--- src/rtl/tdm_demux_pkg.sv ---
// tdm_demux_pkg: shared types and sizes for the 4-slot TDM demux.
// Optional sync checking: define TDM_DEMUX_SYNC_CHECK_EN.
package tdm_demux_pkg;

  typedef enum logic {
    HUNT   = 1'b0,
    LOCKED = 1'b1
  } state_t;

  localparam int NUM_SLOTS = 4;
  localparam int SLOT_W    = 2;

endpackage

--- src/rtl/tdm_slot_ctr.sv ---
// tdm_slot_ctr: 2-bit slot counter, wraps 3->0.
// Clear wins over load-to-1, which wins over increment.
module tdm_slot_ctr
  import tdm_demux_pkg::*;
(
  input  logic              clk,
  input  logic              rst,
  input  logic              clr,
  input  logic              load,
  input  logic              inc,
  output logic [SLOT_W-1:0] slot
);

  always_ff @(posedge clk or posedge rst) begin
    if (rst) begin
      slot <= '0;
    end else if (clr) begin
      slot <= '0;
    end else if (load) begin
      slot <= SLOT_W'(1);
    end else if (inc) begin
      slot <= slot + SLOT_W'(1);
    end
  end

endmodule

--- src/rtl/tdm_demux4.sv ---
// tdm_demux4: four-slot TDM demultiplexer with slot-0 sync lock.
// Define TDM_DEMUX_SYNC_CHECK_EN to enable sync_err checking.
module tdm_demux4
  import tdm_demux_pkg::*;
#(
  parameter int DATA_W = 1
) (
  input  logic              clk,
  input  logic              rst,
  input  logic              en,
  input  logic [DATA_W-1:0] din,
  input  logic              sync,
  output logic [DATA_W-1:0] a,
  output logic [DATA_W-1:0] b,
  output logic [DATA_W-1:0] c,
  output logic [DATA_W-1:0] d,
  output logic              frame_valid,
  output logic              locked,
  output logic [1:0]        slot,
  output logic              sync_err
);

  state_t state, state_n;

  logic [DATA_W-1:0] sbuf [NUM_SLOTS-1];
  logic [NUM_SLOTS-2:0] wr;
  logic clr, load, inc, fire;
  logic [SLOT_W-1:0] ctr;

`ifdef TDM_DEMUX_SYNC_CHECK_EN
  logic err_n;
`endif

  tdm_slot_ctr u_ctr (
    .clk  (clk),
    .rst  (rst),
    .clr  (clr),
    .load (load),
    .inc  (inc),
    .slot (ctr)
  );

  always_comb begin
    state_n = state;
    clr     = 1'b0;
    load    = 1'b0;
    inc     = 1'b0;
    wr      = '0;
    fire    = 1'b0;
`ifdef TDM_DEMUX_SYNC_CHECK_EN
    err_n   = 1'b0;
`endif
    if (en) begin
      unique case (state)
        HUNT: begin
          if (sync) begin
            wr[0]   = 1'b1;
            load    = 1'b1;
            state_n = LOCKED;
          end
        end
        LOCKED: begin
`ifdef TDM_DEMUX_SYNC_CHECK_EN
          // early sync restarts the frame; missing sync drops lock
          if (sync && ctr != '0) begin
            err_n = 1'b1;
            wr[0] = 1'b1;
            load  = 1'b1;
          end else if (!sync && ctr == '0) begin
            err_n   = 1'b1;
            clr     = 1'b1;
            state_n = HUNT;
          end else
`endif
          begin
            inc = 1'b1;
            unique case (1'b1)
              ctr == 2'd0: wr[0] = 1'b1;
              ctr == 2'd1: wr[1] = 1'b1;
              ctr == 2'd2: wr[2] = 1'b1;
              ctr == 2'd3: fire  = 1'b1;
            endcase
          end
        end
        default: state_n = HUNT;
      endcase
    end
  end

  always_ff @(posedge clk or posedge rst) begin
    if (rst) begin
      state       <= HUNT;
      sbuf[0]     <= '0;
      sbuf[1]     <= '0;
      sbuf[2]     <= '0;
      a           <= '0;
      b           <= '0;
      c           <= '0;
      d           <= '0;
      frame_valid <= 1'b0;
    end else begin
      state <= state_n;
      if (wr[0]) sbuf[0] <= din;
      if (wr[1]) sbuf[1] <= din;
      if (wr[2]) sbuf[2] <= din;
      // whole frame lands on one edge
      if (fire) begin
        a <= sbuf[0];
        b <= sbuf[1];
        c <= sbuf[2];
        d <= din;
      end
      frame_valid <= fire;
    end
  end

`ifdef TDM_DEMUX_SYNC_CHECK_EN
  always_ff @(posedge clk or posedge rst) begin
    if (rst) begin
      sync_err <= 1'b0;
    end else begin
      sync_err <= err_n;
    end
  end
`else
  assign sync_err = 1'b0;
`endif

  assign locked = (state == LOCKED);
  assign slot   = ctr;

endmodule

--- config.mk ---
export PLATFORM = sky130hd
export DESIGN_NAME = tdm_demux4
export DESIGN_NICKNAME = d
export VERILOG_FILES = /design/src/rtl/tdm_demux_pkg.sv /design/src/rtl/tdm_slot_ctr.sv /design/src/rtl/tdm_demux4.sv
export SDC_FILE = /design/constraint.sdc
export NUM_CORES = 1
export LEC_CHECK = 0
export ABC_AREA = 1
export BUFFER_PORTS_ARGS = -buffer_cell sky130_fd_sc_hd__clkbuf_2
export CAP_MARGIN = 10
export CORE_AREA = 2 2 39 41
export CTS_BUF_LIST = sky130_fd_sc_hd__clkbuf_2
export DETAILED_ROUTE_END_ITERATION = 12
export DIE_AREA = 0 0 41 43
export PLACE_DENSITY = 0.66
export SLEW_MARGIN = 20
export SYNTH_ARGS = -nofsm -noshare
export SYNTH_HDL_FRONTEND = slang
export SYNTH_SLANG_ARGS = --single-unit
--- constraint.sdc ---
create_clock -name clk -period 1.2 [get_ports clk]
set_input_delay 0.36 -clock clk [delete_from_list [all_inputs] [get_ports clk]]
set_output_delay 0.36 -clock clk [all_outputs]
set_load 0.005 [all_outputs]
==> results_dict.tcl <==
set metrics [dict create \
    outcome "complete, no violations" \
    cts_buffers 3 \
    grt_pass1_wl_um 1593 \
    grt_max_degree 12 \
    dp_cells 85 \
    gr-usage-met1_pct 16.83 \
    fin_crit_ps 1168 \
    grtUsageTotal_pct 13.77 \
    path_cells "clkbuf_2" \
    slowest_stage "dfrtp_1" \
    synth_compound_area_share_pct 6.573 \
    clk_latency_ps 250 \
    crit_type "flop to output port" \
    leakage_nw 0.3732 \
    muxShareOfSynthArea_pct 0 \
    ys_types 11 \
    power_mw 1.178 \
    crit_required_ps 840 \
    fmaxAchievable_mhz 856.1 \
    startpoint "u_ctr.slot[0]$_DFFE_PP0P_" \
    fin_util_pct 46.38 \
    start_util_pct 38.52 \
    critical-path-top-delay-family "flip-flops" \
    via_count 428 \
    drt_first_pass_iters 2 \
    top_usage_layer "met2" \
    fillers 142 \
    netlist_area_sq_um 533.0 \
    ys_warn_count 0 \
    cts-root-buf "clkbuf_2" \
    cp-start-kind "flop" \
    drt-total-wl_um 931 \
    die_h_um 43 \
    path_clk_slew_ps 100 \
    dp.final_hpwl_um 714.5 \
    viasPerCell 4.703 \
    arrival_ps 810 \
    worstSetupEndpointType "output port" \
    holdBufCountCts 0 \
    antenna_cells 0 \
    synthTopCellsByCount "nand2_1, dfrtp_1, inv_1, o21ai_0" \
    max_cap_violations 0 \
    fin_worst_skew_ps 2.792 \
    gp_congestion 0.6920 \
    synth_xor_area_share_pct 0 \
    area_growth_pct 20.42 \
    synth_fa_ha_area_share_pct 9.390 \
    synth_edf_count 0 \
    pre_cts_ws_ps 69.31 \
    regToRegSetupSlack_ps 120 \
    cts.sinks 11 \
    cts_max_level 1 \
    syn_avg_cell_area_sq_um 9.190 \
    ys_async_sr_fraction_pct 100.0 \
    first_iter_violations 2 \
    synth_top_family_by_area "simple AND/OR/NAND/NOR gates" \
    grt-ovfl-total 0 \
    core.rowCount 14 \
    yosys.area_share.simple_pct 25.35 \
    hold_violations 0 \
    synthTopCellsByArea "dfrtp_1, nand2_1, ha_1" \
    hold_class "input pin to async pin" \
    wl_per_cell_um 10.23 \
    grt_pass1_vias 404 \
    fin_crit_sh_pct 97.35 \
    layout-drive-gt1-share_pct 29.33 \
    crit_fanout 5 \
    yosys.cell_count.top_type "nand2_1" \
    cts.path.max_buffers 2 \
    core-area_sq_um 1384 \
    r2r-start "u_ctr.slot[0]$_DFFE_PP0P_" \
    path_buf_inv 1 \
    ir_worst_vdd_uv 888.4 \
    route.detailed.drc 0 \
    use_met2_pct 20.00 \
    antenna_found_initial 0 \
    cts_tree "yes" \
    nets 85 \
    slew_violations 0 \
    port_buffers 12 \
    ys_seq_area_share_pct 51.64 \
    cp_slowest_stage_delay_ps 430 \
    synth_top_area_share_pct 51.64 \
    die_w_um 41 \
    die_area_sq_um 1763 \
    tns_ps 0 \
    rr_worst_depth 6 \
    grtUsageMet3_pct 3.141 \
    layout.cells.non_filler 91 \
    syn_nets 67 \
    synth_top_area_cell "dfrtp_1" \
    powerDensity_nw_per_um2 1835 \
    syn-instance-count 58 \
    setup_viol 0 \
    ant_nets 0 \
    rsz0062_at_grt "yes" \
    r2r_end "sbuf[2]$_DFFE_PP0P_" \
    ys.flop_type "dfrtp_1" \
    num_io_pins 14 \
    fin_ws_ps 31.85 \
    ys_ff_latch 11 \
]
==> placed cells by master (no fill, tap or decap) <==
master and instances:
clkbuf_2 16, nand4_1 2, nand3_1 4, conb_1 1
dfrtp_2 1, dfrtp_1 10, o21ai_0 7, ha_1 4
inv_2 1, inv_1 6, buf_4 2, nand2_1 19
nor2_8 1, nand2_4 1
==> report_power, final <==
| part | internal, mW | switching (mW) | total [mW] |
|---|---|---|---|
| registers | 0.505 | 0.0816 | 0.586 |
| clock network | 0.0885 | 0.115 | 0.204 |
| logic | 0.178 | 0.209 | 0.388 |
==> routing by layer <==
| layer | wire, um | part of all wire, % |
|---|---|---|
| met5 | 0 | 0 |
| met4 | 0 | 0 |
| met3 | 54 | 5.8 |
| met2 | 447 | 48 |
| met1 | 430 | 46 |
==> kinds of logic after synthesis <==
group,after synthesis
buffers and inverters,8
adder cells (fa/ha/maj),4
flip-flops,11
AND/OR/NAND/NOR,27
AO/OA/AOI/OAI,7
other,1
==> final cells by class <==
cell class | count | area, sq um | share of cell area [%]
Tap cell | 16 | 20.02 | 3.119
Multi-Input combinational cell | 39 | 224.0 | 34.89
Inverter | 7 | 26.28 | 4.094
Timing Repair Buffer | 14 | 75.07 | 11.70
Clock buffer | 4 | 20.02 | 3.119
Sequential cell | 11 | 276.5 | 43.08
==> how the worst max path moves through the flow <==
stage	to	slack [ps]	cells past startpoint
global placement	d$_DFFE_PP0P_	120	5
global route	slot[0]	-30	1
floorplan	a$_DFFE_PP0P_	140	5
finish	slot[0]	30	1
detailed placement	b$_DFFE_PP0P_	70	5
CTS	slot[0]	9	1
==> registers in the layout, summed over array words and instances, names as in the netlist <==
signal and cells:
sbuf 3, locked 1, u_ctr.slot 2, a 1
d 1, b 1, c 1, frame_valid 1
==> per-stage QoR <==
stage | hold WS, ps | area, sq um
2_1_floorplan | 212.4 | 533.0
3_3_place_gp | 344.9 | 605.6
3_5_place_dp | 347.1 | 605.6
4_1_cts | 57.71 | 634.4
5_1_grt | 86.08 | 641.9
6_report | 54.12 | 641.9
==> repair_timing <==
item,CTS,global route
setup endpoints to repair,1,4
buffers inserted,1,1
resized for setup,1,1
No activity file was read; power rests on OpenSTA's default activity.
